--- src/rtl/alu_exec_pipe.sv ---
// Pipelined integer functional unit: issue from reservation station, fixed-latency
// broadcast of result/exception on one CDB slot. No back-pressure, flush squashes all work.
module alu_exec_pipe #(
  parameter int unsigned NUM_STAGES = 3,
  parameter int unsigned ROB_IDX_W  = 4,
  parameter int unsigned DATA_W     = 16
) (
  input  logic                 clk,
  input  logic                 rst,
  input  logic                 in_valid,
  input  logic [ROB_IDX_W-1:0] in_instr_index,
  input  logic [15:0]          in_instr_full,
  input  logic [DATA_W-1:0]    in_val1,
  input  logic [DATA_W-1:0]    in_val2,
  input  logic                 flush,
  output logic                 cdb_valid,
  output logic [ROB_IDX_W-1:0] cdb_rob_index,
  output logic [DATA_W-1:0]    cdb_result,
  output logic                 cdb_exc,
  output logic [3:0]           inflight_cnt
);

  localparam int unsigned OPC_W = 4;
  localparam int unsigned SH_W  = 4;
  localparam int unsigned CNT_W = 4;
  localparam int unsigned RS_N  = NUM_STAGES - 1;

  // Stage 0: captured issue operands
  logic                 s0_v;
  logic [ROB_IDX_W-1:0] s0_idx;
  logic [OPC_W-1:0]     s0_op;
  logic [DATA_W-1:0]    s0_a;
  logic [DATA_W-1:0]    s0_b;

  // Result stages; the last one is the CDB output register
  logic [RS_N-1:0]      r_v;
  logic [ROB_IDX_W-1:0] r_idx [RS_N];
  logic [DATA_W-1:0]    r_res [RS_N];
  logic                 r_exc [RS_N];

  logic                 s0_v_nxt;
  logic [RS_N-1:0]      r_v_nxt;
  logic [CNT_W-1:0]     cnt_nxt;
  logic [DATA_W-1:0]    alu_res_c;
  logic                 alu_exc_c;
  logic                 unused_instr_c;

  assign unused_instr_c = ^in_instr_full[11:0];

  // Opcode decode and execute on stage-0 operands
  always_comb begin : exec
    alu_res_c = '0;
    alu_exc_c = 1'b0;
    case (s0_op)
      4'd0:    alu_res_c = s0_a + s0_b;
      4'd1:    alu_res_c = s0_a - s0_b;
      4'd2:    alu_res_c = s0_a & s0_b;
      4'd3:    alu_res_c = s0_a | s0_b;
      4'd4:    alu_res_c = s0_a ^ s0_b;
      4'd5:    alu_res_c = s0_a << s0_b[SH_W-1:0];
      4'd6:    alu_res_c = s0_a >> s0_b[SH_W-1:0];
      4'd7:    alu_res_c = ($signed(s0_a) < $signed(s0_b)) ? DATA_W'(1) : '0;
      4'd8:    alu_res_c = DATA_W'(s0_a * s0_b);
      default: alu_exc_c = 1'b1;
    endcase
  end

  // Valid chain with flush squash, and registered occupancy count
  always_comb begin : valid_next
    s0_v_nxt   = in_valid & ~flush;
    r_v_nxt    = '0;
    r_v_nxt[0] = s0_v & ~flush;
    for (int unsigned i = 1; i < RS_N; i++) begin
      r_v_nxt[i] = r_v[i-1] & ~flush;
    end
    cnt_nxt = CNT_W'(s0_v_nxt);
    for (int unsigned i = 0; i < RS_N; i++) begin
      cnt_nxt = cnt_nxt + CNT_W'(r_v_nxt[i]);
    end
  end

  // Data moves only behind a valid entry, so the CDB fields hold between broadcasts
  always_ff @(posedge clk) begin
    if (rst) begin
      s0_v         <= 1'b0;
      s0_idx       <= '0;
      s0_op        <= '0;
      s0_a         <= '0;
      s0_b         <= '0;
      r_v          <= '0;
      inflight_cnt <= '0;
      for (int unsigned i = 0; i < RS_N; i++) begin
        r_idx[i] <= '0;
        r_res[i] <= '0;
        r_exc[i] <= 1'b0;
      end
    end else begin
      s0_v         <= s0_v_nxt;
      r_v          <= r_v_nxt;
      inflight_cnt <= cnt_nxt;
      if (in_valid) begin
        s0_idx <= in_instr_index;
        s0_op  <= in_instr_full[15:12];
        s0_a   <= in_val1;
        s0_b   <= in_val2;
      end
      if (s0_v) begin
        r_idx[0] <= s0_idx;
        r_res[0] <= alu_res_c;
        r_exc[0] <= alu_exc_c;
      end
      for (int unsigned i = 1; i < RS_N; i++) begin
        if (r_v[i-1]) begin
          r_idx[i] <= r_idx[i-1];
          r_res[i] <= r_res[i-1];
          r_exc[i] <= r_exc[i-1];
        end
      end
    end
  end

  assign cdb_valid     = r_v[RS_N-1];
  assign cdb_rob_index = r_idx[RS_N-1];
  assign cdb_result    = r_res[RS_N-1];
  assign cdb_exc       = r_exc[RS_N-1];

endmodule

--- config.mk ---
export PLATFORM = sky130hd
export DESIGN_NAME = alu_exec_pipe
export DESIGN_NICKNAME = d
export VERILOG_FILES = /design/src/rtl/alu_exec_pipe.sv
export SDC_FILE = /design/constraint.sdc
export NUM_CORES = 1
export LEC_CHECK = 0
export CAP_MARGIN = 20
export CORE_MARGIN = 3
export CORE_UTILIZATION = 50
export DETAILED_ROUTE_END_ITERATION = 12
export HOLD_SLACK_MARGIN = 0.15
export PLACE_DENSITY = 0.79
export SLEW_MARGIN = 5
export SYNTH_ARGS = -nofsm -noshare
export SYNTH_HDL_FRONTEND = slang
export SYNTH_SLANG_ARGS = --single-unit
--- constraint.sdc ---
create_clock -name clk -period 9.2 [get_ports clk]
set_input_delay 0.92 -clock clk [delete_from_list [all_inputs] [get_ports clk]]
set_output_delay 0.92 -clock clk [all_outputs]
set_load 0.01 [all_outputs]
# == After elaboration in Yosys (flattened, before gate mapping) ==
# Memories as Yosys holds them, arrays and structs flattened.
# Cells that the tools add are included.
# totals
ff_bits,47
mem_bits_rw,42
in_bits,56
out_inout_bits,26
elab_cells,58
mem_count,3
# mem_list
memory,words,width,read_ports,rd_clocked_by_memory_dff,write_ports,line,source
r_res,2,16,2,0,2,38,logic [DATA_W-1:0] r_res [RS_N];
r_idx,2,4,2,0,2,37,logic [ROB_IDX_W-1:0] r_idx [RS_N];
r_exc,2,1,2,0,2,39,logic r_exc [RS_N];
# op_classes
n_addsub,4
n_mul,1
n_lt_le_gt_ge,1
n_eq_ne,8
n_shift,2
muxes,17
bitwise,13
n_reduce_logical,2
# op_table
cell,count
$pmux W16 S9,1
$mux W16,2
$add A16 B16 Y16,1
$and A16 B16 Y16,1
$eq A4 B3 Y1 const B,4
$lt A16 B16 Y1,1
$mul A16 B16 Y16,1
$or A16 B16 Y16,1
$shl A16 B4 Y16,1
$shr A16 B4 Y16,1
$sub A16 B16 Y16,1
$xor A16 B16 Y16,1
$mux W1,12
$reduce_or A9 Y1,1
$eq A4 B2 Y1 const B,2
$mux W4,2
$or A1 B1 Y1,6
$eq A4 B1 Y1 const B,1
$eq A4 B4 Y1 const B,1
$logic_not A4 Y1,1
$add A2 B1 Y3,1
$and A1 B1 Y1,3
$add A1 B1 Y2,1
$not A1 Y1,1

# == Logic depth before layout (Yosys ltp) ==
# Gate-level depths: netlist of run 1.
# logic_depth
word_depth,4
ltp_mapped,25
ltp_nobuf,22

# == Worst setup path after synthesis of run 1 ==
# OpenSTA, ideal clock, no wires.
# synth_timing
path_kind,flip-flop to flip-flop
from,reg s0_b[2]
to,mem r_res[0][13] (data pin)
setup_time_ps,142
arrival_ps,6177
t_required_ps,9058
slack_ps,2881
path_stages_with_launch,24
path_buffers,4
period_less_slack_ps,6319
cell_sequence,dfxtp_1 clkbuf_1 buf_2 buf_1 buf_1 nand2_1 fa_1 fa_1 fa_1 fa_1 inv_1 fa_1 inv_1 fa_1 inv_1 ha_1 a21oi_1 nor2b_1 nor2_1 a21bo_2 a31oi_4 o211a_1 or4b_1 a21oi_2
# synth_rtl
element,line,source
"start, declared",33,logic [DATA_W-1:0] s0_b;
"start signal, assigned",105,s0_b <= in_val2;
"end, declared",38,

==> results of run 1 <==
## synth_stat cells, drive strengths merged (7+ instances only)
cell type / number / area share (%)
edfxtp: 42 / 12
nand2b: 9 / 0.53
o22ai: 7 / 0.41
o221ai: 10 / 0.82
nand2: 98 / 3.4
a221oi: 10 / 0.82
a31oi: 7 / 0.55
fa: 82 / 15
o211ai: 7 / 0.49
xnor2: 31 / 2.5
nor2b: 15 / 0.88
buf: 45 / 2.6
nor2: 187 / 6.6
o21ai: 46 / 2.2
dfxtp: 45 / 8.4
clkbuf: 51 / 1.8
a21oi: 49 / 2.4
a211oi: 17 / 1.2
nand3: 10 / 0.47
a22oi: 12 / 0.89
o21a: 7 / 0.49
o31ai: 8 / 0.56
and2: 33 / 1.9
ha: 100 / 12
inv: 155 / 5.4
mux4: 10 / 2.1
a2111oi: 9 / 0.91
nor3: 20 / 0.93
mux2i: 57 / 5.3
## layout by cell type (no fill, tap or decap), types with 42 or more instances in the layout
cell type        count
o21ai_0             42
inv_1              154
ha_1               100
clkdlybuf4s50_1     66
mux2i_1             57
fa_1                82
nand2_1             98
nor2_1             187
dfxtp_1             44
edfxtp_1            42
a21oi_1             47
## registers in the layout (all words and copies together) (netlist names)
signal        cells
inflight_cnt      2
s0_b             16
r_v               2
r_idx             8
s0_v              1
s0_a             16
s0_idx            4
r_res            32
s0_op             4
r_exc             2
## layer usage
metal,up-vias,global-route usage [%],part of all wire (%)
met5,-,0,0
met4,0,10.6,4.3
met3,100,5.37,10
met2,591,43.8,46
met1,4447,37.5,40
li1,4209,-,-
## final timing paths
path	cells past startpoint	end	from
max	21	r_res[0][13]	s0_a[6]
min	2	s0_idx[2]	s0_idx[2]
max reg2reg	21	r_res[0][13]	s0_a[6]
min reg2reg	2	s0_idx[2]	s0_idx[2]
## power breakdown
part	total, mW	internal [mW]	switching, mW
Combinational	0.430	0.170	0.260
Sequential	0.460	0.426	0.0338
Clock	0.389	0.217	0.172
Total	1.28	0.813	0.466
## worst register-to-register path, stage by stage, from the launching register on
cell and delay (ns):
dfxtp_1 0.69, clkinv_1 0.45, nor2_1 0.25, fa_1 0.45, inv_1 0.08, fa_1 0.44
fa_1 0.52, fa_1 0.55, inv_1 0.05, fa_1 0.48, inv_1 0.05, fa_1 0.49
inv_1 0.05, ha_1 0.34, a21oi_1 0.33, nor2b_1 0.10, nor2_1 0.16, a21bo_2 0.24
a31oi_4 0.13, o211a_1 0.19, or4b_1 0.49, a21oi_2 0.14
## final cells by class
class,count,area (um2)
Tap cell,270,338
Timing Repair Buffer,80,763
Multi-Input combinational cell,921,7490
Clock buffer,9,225
Clock inverter,7,91.3
Sequential cell,87,2160
Inverter,160,601
Fill cell,1843,8950
## logic make-up after synthesis
group                      synth area share [%]
and+or+nand+nor                            16.8
buffers and inverters                      10.0
AOI/OAI and AO/OA                          14.9
adders and majority gates                  27.0
DFF                                        20.2
muxes                                      7.78
xor gates and xnor gates                   3.24
other                                    0.0350
==> results.ini, run 1 <==
[outcome]
run_status=completed

[final_layout]
nets=1497
drive_above_1_share_pct=4.91
antenna_cells=0
area_growth_pct=9.00
final_util_pct=56.6
finalNonFillerCells=1534
design_area_um2=11700

[sta]
rsz0062_at_grt=no
skew_ns=0.00535
worst_pin_slew_ns=0.991
slew_headroom_pct=32.2
fin_ws_ns=2.38
fin_crit_ns=6.82
setup_tns_ns=0
setup_viol=0
slew_viol_final=0
period_share_pct=74.2
max_freq_mhz=147
hold_violations=0
hold_ws_ns=0.494

[cts]
cts_buffers=9
clk_pin_slew_worst_paths_ns=0.07
ctsResizeCount=0
post-cts-setup-buffers=0
clock_latency_ns=0.35
tritoncts=built
htree_levels=3
clock_path_buffers=2
cts.hold.buffers_added=0
clockRootBuffer=clkbuf_16
cts_sinks=87

[die]
core_um2=20600
die_w_um=152
die_area_um2=23200
rows=52
start_util_pct=51.9
io_pins=82
fp.dieH_um=152

[power]
p_per_area_nw_per_um2=110
p_total_mw=1.28
p_leak_nw=4.99
peakVddDrop_mv=0.0832

[global_route]
gr-usage-all-layers_pct=27.6
grt_pass1_wl_mm=50.9
grt_antenna_before_repair=0
grt_max_degree=48
grt_overflow=0
grt_pass1_vias=9128

[critical_path]
cpPeakStageDelay_ns=0.69
crit_fanout=12
cp_slowest_cell=dfxtp_1
reg2reg_slack_ns=2.38
required_ns=9.40
critical_path_class=reg -> reg
path_buf_inv=5
worst_setup_path_start_kind=flip-flop
crit_top_cell=fa_1
critPathTopFamily=adder cells
cp-end-kind=flip-flop
arrival_ns=7.02
worstPathCellList=clkinv_1 -> nor2_1 -> fa_1 -> inv_1 -> fa_1 -> fa_1 -> fa_1 -> inv_1 -> fa_1 -> inv_1 -> fa_1 -> inv_1 -> ha_1 -> a21oi_1 -> nor2b_1 -> nor2_1 -> a21bo_2 -> a31oi_4 -> o211a_1 -> or4b_1 -> a21oi_2

[placement]
dp_slack_ns=2.57
dp_hpwl_mm=24.9
port_buffers=67
gp_congestion=0.993
placed_area_um2=11300
place_inst=1517

[synthesis]
avgSynthCellArea_um2=8.48
synthFlopType=dfxtp_1
async_flop_share_pct=0
synth_cell_types=78
synth_area_um2=10700
ys_seq_area_share_pct=20.2
syn-instance-count=1263
synth-edff-count=42
yosysWarnings=0
ys_ff_latch=87

[route]
num_vias=9347
wl_per_cell_um=21.1
totalWireLength_mm=32.4
drc=0
drt_iter0_drc=1053
drtAntennaViolNets=0
viasPerCell=6.09
drtPass1Iterations=6

[worst_hold_path]
hp-class=reg -> reg

[run]
maxCapViolations=0

Power figures use the tool's default switching activity.
==> inputs of run 2 (changes only) <==
Clock period 9.2 ns to 6.75 ns, I/O delays scaled along.
==> run 2 against run 1 <==
Against the previous run: maximum frequency rose by 6.0%; largest power group unchanged; highest routed layer unchanged; setup slack worse by 2.1 ns; non-clock buffer count increased by 31; register-to-register slack worse by 2.1 ns.
==> results.ini, run 2 (synthesis gave the netlist of run 1 again) <==
[worst_hold_path]
hp-class=reg -> reg
worstHoldPathCells=2
hp-start=s0_idx[1]
hold_end=s0_idx[1]

[final_layout]
drive_above_1_share_pct=7.26
largest_reg_flops=32
antenna_cells=0
nets=1528
largestRegisters=r_res: 32 flops, s0_a: 16 flops, s0_b: 16 flops
final_common_cell=nor2_1
fillCellCount=1824
area_growth_pct=11.0
largest-register=r_res
multi_input_area_um2=7490
seq_area_um2=2160
layout_common_cells=nor2_1, inv_1, ha_1, nand2_1, fa_1

[die]
rows=52
die_area_um2=23200
die_w_um=152
fp.dieH_um=152
start_util_pct=51.9
io_pins=82
core_um2=20600

[route]
viasPerCell=6.00
drt_iter0_drc=783
wl_per_cell_um=21.2
num_vias=9394
drtPass1Iterations=5
drtAntennaViolNets=0
drc=0
totalWireLength_mm=33.3

[global_route]
grt_overflow=0
grt_antenna_before_repair=0
gr-usage-all-layers_pct=28.0
grt_max_degree=48
grt_pass1_wl_mm=51.5
grt_pass1_vias=9442

[critical_path]
cp_slowest_cell=fa_1
required_ns=6.83
arrival_ns=6.52
cp-end-kind=flip-flop
crit_top_cell=fa_1
crit_fanout=9
cpPeakStageDelay_ns=0.55
worstPathCellList=inv_1 -> nor2_1 -> fa_1 -> inv_1 -> fa_1 -> fa_1 -> fa_1 -> inv_1 -> fa_1 -> inv_1 -> fa_1 -> inv_1 -> ha_1 -> a21oi_1 -> a21oi_1 -> o211ai_1 -> nand4_1 -> a2111oi_0 -> nor3_1
worst_setup_path_start_kind=flip-flop
rr_endpoint=r_res[0][14]
reg2reg_slack_ns=0.31
crit_path_start=s0_b[2]
critical_path_class=reg -> reg
worst-r2r-cell-count=19
worst_r2r_startpoint=s0_b[2]

[power]
peakVddDrop_mv=0.165
p_leak_nw=5.14
p_per_area_nw_per_um2=146

[placement]
dp_slack_ns=0.471
gp_congestion=1.10
port_buffers=67
dp_hpwl_mm=26.0

[cts]
post-cts-setup-buffers=0
clockRootBuffer=clkbuf_16
cts_sinks=87
tritoncts=built
clock_latency_ns=0.36
cts_buffers=9
clk_pin_slew_worst_paths_ns=0.07
clock_path_buffers=2
ctsResizeCount=0
htree_levels=3
cts.hold.buffers_added=0

[sta]
slew_headroom_pct=43.5
max_freq_mhz=155
slew_viol_final=0
worst_pin_slew_ns=0.848
fin_ws_ns=0.312
setup_viol=0
hold_violations=0
rsz0062_at_grt=no
period_share_pct=95.4
skew_ns=0.00550
setup_tns_ns=0
fin_crit_ns=6.44

[run]
maxCapViolations=0

[outcome]
run_status=completed

==> run 2: through the flow <==
step | hold WS, ns | instances | power (mW) | cell area, um2 | util [%]
after floorplan | 0.452 | 1264 | 1.02 | 10700 | -
after global placement | 0.467 | 1549 | 1.21 | 11600 | 56.2
final | 0.494 | 1565 | 1.73 | 11900 | 57.6
after global routing | 0.536 | 1565 | 1.82 | 11900 | 57.6
after CTS | 0.497 | 1565 | 1.72 | 11900 | 57.6
after detailed placement | 0.479 | 1549 | 1.22 | 11600 | 56.2
==> run 2: layer usage <==
metal / global-route usage (%) / up-vias / part of all wire [%]
li1: - / 4269 / -
met2: 45.3 / 510 / 46
met3: 4.80 / 117 / 8.3
met5: 0 / - / 0
met1: 37.0 / 4498 / 40
met4: 12.5 / 0 / 5.0
==> run 2: worst max-delay path: cells and delay by family (launching register included) <==
family / cells / cell delay, ns
flops: 1 / 0.41
buf+inv: 5 / 0.66
compound gates: 4 / 1.39
fa+ha+maj: 7 / 3.29
simple gates: 3 / 0.42
==> run 2: report_power, final <==
group	switching [mW]	total [mW]	internal [mW]
clock network	0.242	0.503	0.262
registers	0.0344	0.616	0.581
logic	0.371	0.614	0.243
total	0.647	1.73	1.09
==> run 2: worst max path at each step <==
| stage | end | cells past startpoint |
|---|---|---|
| 6_report | r_res[0][14] | 19 |
| 4_1_cts | r_res[0][13] | 21 |
| 3_5_place_dp | r_res[0][14] | 19 |
| 5_1_grt | r_res[0][14] | 19 |
| 3_3_place_gp | r_res[0][14] | 20 |
| 2_1_floorplan | r_res[0][13] | 23 |
==> run 2: area by class of cell <==
| class | instances | area share [%] |
|---|---|---|
| clock buffers | 9 | 1.89 |
| clock inverters | 7 | 0.631 |
| inverters | 160 | 5.05 |
| multi-input cells | 921 | 63.0 |
| flip-flops and latches | 87 | 18.2 |
| well taps | 270 | 2.84 |
| repair buffers | 111 | 8.38 |
==> inputs of run 3 (changes only) <==
--- a/config.mk
+++ b/config.mk
@@ -7,4 +7,5 @@
 export LEC_CHECK = 0
 export CAP_MARGIN = 20
+export CORE_ASPECT_RATIO = 1.75
 export CORE_MARGIN = 3
 export CORE_UTILIZATION = 50
==> constraint.sdc (replaced) <==
create_clock -name clk -period 6.75 [get_ports clk]
set_input_delay 0.675 -clock clk [delete_from_list [all_inputs] [get_ports clk]]
set_output_delay 0.675 -clock clk [all_outputs]
set_load 0.02 [all_outputs]
==> run 3 against run 2 <==
Against the previous run: cell area barely moved; sequential power barely moved; clock power rose by 6.2%; die area rose by 0.30%; setup slack got worse by 0.071 ns; sequential share of layout area barely moved; register-to-register slack got worse by 0.07 ns; flip-flop and latch count did not move; power rose by 2.8%; wire length rose by 4.8%; cell count fell by 1.2%; via count rose by 2.5%; critical endpoint unchanged; largest cell class unchanged.
==> results.ini, run 3 (synthesis gave the netlist of run 1 again) <==
[outcome]
run_status=completed

[sta]
skew_ns=0.0166
slew_viol_final=0
period_share_pct=96.4
hold_violations=0
worst_pin_slew_ns=0.982
setup_viol=0
max_freq_mhz=154
rsz0062_at_grt=no
setup_tns_ns=0
fin_ws_ns=0.241
slew_headroom_pct=34.3
fin_crit_ns=6.51

[placement]
placed_area_um2=11600
dp_slack_ns=0.397
dp_hpwl_mm=27.6
gp_congestion=1.03
port_buffers=67

[die]
io_pins=82
die_area_um2=23300
rows=70
fp.dieH_um=200
start_util_pct=51.1
core_um2=20900
die_w_um=117

[worst_hold_path]
hold_end=s0_idx[3]
hp-start=s0_idx[3]
worstHoldPathCells=2
hp-class=reg -> reg

[critical_path]
worst_r2r_startpoint=s0_b[5]
arrival_ns=6.59
rr_endpoint=r_res[0][14]
cp-end-kind=flip-flop
required_ns=6.83
reg2reg_slack_ns=0.24
critical_path_class=reg -> reg
worst-r2r-cell-count=19
worst_setup_path_start_kind=flip-flop
crit_fanout=7

[cts]
cts_buffers=9
clk_pin_slew_worst_paths_ns=0.07
clock_path_buffers=2
htree_levels=3
clock_latency_ns=0.36
tritoncts=built
clockRootBuffer=clkbuf_16
post-cts-setup-buffers=0
cts_sinks=87

[final_layout]
drive_above_1_share_pct=7.18
largest_reg_flops=32
largestRegisters=r_res: 32 flops, s0_a: 16 flops, s0_b: 16 flops
design_area_um2=11900
area_growth_pct=11.0
layout_common_cells=nor2_1, inv_1, ha_1, nand2_1, fa_1
nets=1528
antenna_cells=0
seq_area_um2=2160
fillCellCount=1831
largest-register=r_res
multi_input_area_um2=7490
final_common_cell=nor2_1

[route]
wl_per_cell_um=22.5
viasPerCell=6.22
drc=0
drtPass1Iterations=7
drtAntennaViolNets=0
drt_iter0_drc=919
num_vias=9628
totalWireLength_mm=34.8

[power]
peakVddDrop_mv=0.119
p_per_area_nw_per_um2=150
p_leak_nw=5.15

[global_route]
gr-usage-all-layers_pct=30.4
grt_pass1_vias=9872
grt_antenna_before_repair=0
grt_max_degree=48
grt_overflow=0
grt_pass1_wl_mm=53.3

[run]
maxCapViolations=0

==> run 3: power by group <==
group          switching [mW]  total [mW]  internal, mW
Sequential             0.0351       0.617         0.582
Combinational           0.386       0.631         0.245
Clock                   0.220       0.534         0.313
Total                   0.641        1.78          1.14
==> run 3: metal layers <==
metal / track usage, % / part of all wire [%] / vias to the layer above
li1: - / - / 4276
met1: 32.2 / 32 / 4562
met2: 51.6 / 50 / 563
met3: 4.82 / 7.2 / 227
met4: 25.5 / 11 / 0
met5: 0 / 0 / -
==> run 3: area by class of cell <==
type / count / share of cell area, %
clock buffer: 11 / 2.14
clock inverter: 5 / 0.537
inverter: 160 / 5.05
multi-input combinational: 921 / 63.0
sequential: 87 / 18.2
tap: 252 / 2.65
timing repair buffer: 111 / 8.38
==> run 3: worst max-delay path, stage by stage, from the launching register on <==
cell       delay [ns]
dfxtp_1          0.60
ha_1             0.37
xnor2_1          0.11
ha_1             0.20
a31oi_1          0.21
fa_1             0.50
fa_1             0.51
fa_1             0.55
inv_1            0.05
fa_1             0.49
inv_1            0.05
fa_1             0.49
inv_1            0.05
ha_1             0.34
a21oi_1          0.45
a21oi_1          0.18
o211ai_1         0.41
nand4_1          0.15
a2111oi_0        0.43
nor3_1           0.10
==> run 3: worst max path at each step <==
stage | from | endpoint | slack [ns] | depth (start not counted)
CTS | s0_b[5] | r_res[0][14] | 0.37 | 19
global route | s0_b[5] | r_res[0][13] | 0.08 | 21
finish | s0_b[5] | r_res[0][14] | 0.24 | 19
detailed placement | s0_b[5] | r_res[0][14] | 0.40 | 19
global placement | s0_b[5] | r_res[0][14] | 0.47 | 19
floorplan | s0_b[2] | r_res[0][13] | 0.43 | 23
==> run 3: stage by stage <==
step / hold slack [ns] / cells / utilization [%] / power, mW
final: 0.489 / 1547 / 56.8 / 1.78
after CTS: 0.495 / 1547 / 56.8 / 1.77
after global placement: 0.466 / 1531 / 55.2 / 1.22
after detailed placement: 0.477 / 1531 / 55.2 / 1.24
after floorplan: 0.452 / 1264 / - / 1.03
after global routing: 0.514 / 1547 / 56.8 / 1.85
==> run 3: repair_timing <==
action | 4_1_cts | 5_1_grt
gates resized for setup | 0 | 1
endpoints found under the setup margin | 0 | 1
hold buffers | 0 | 0
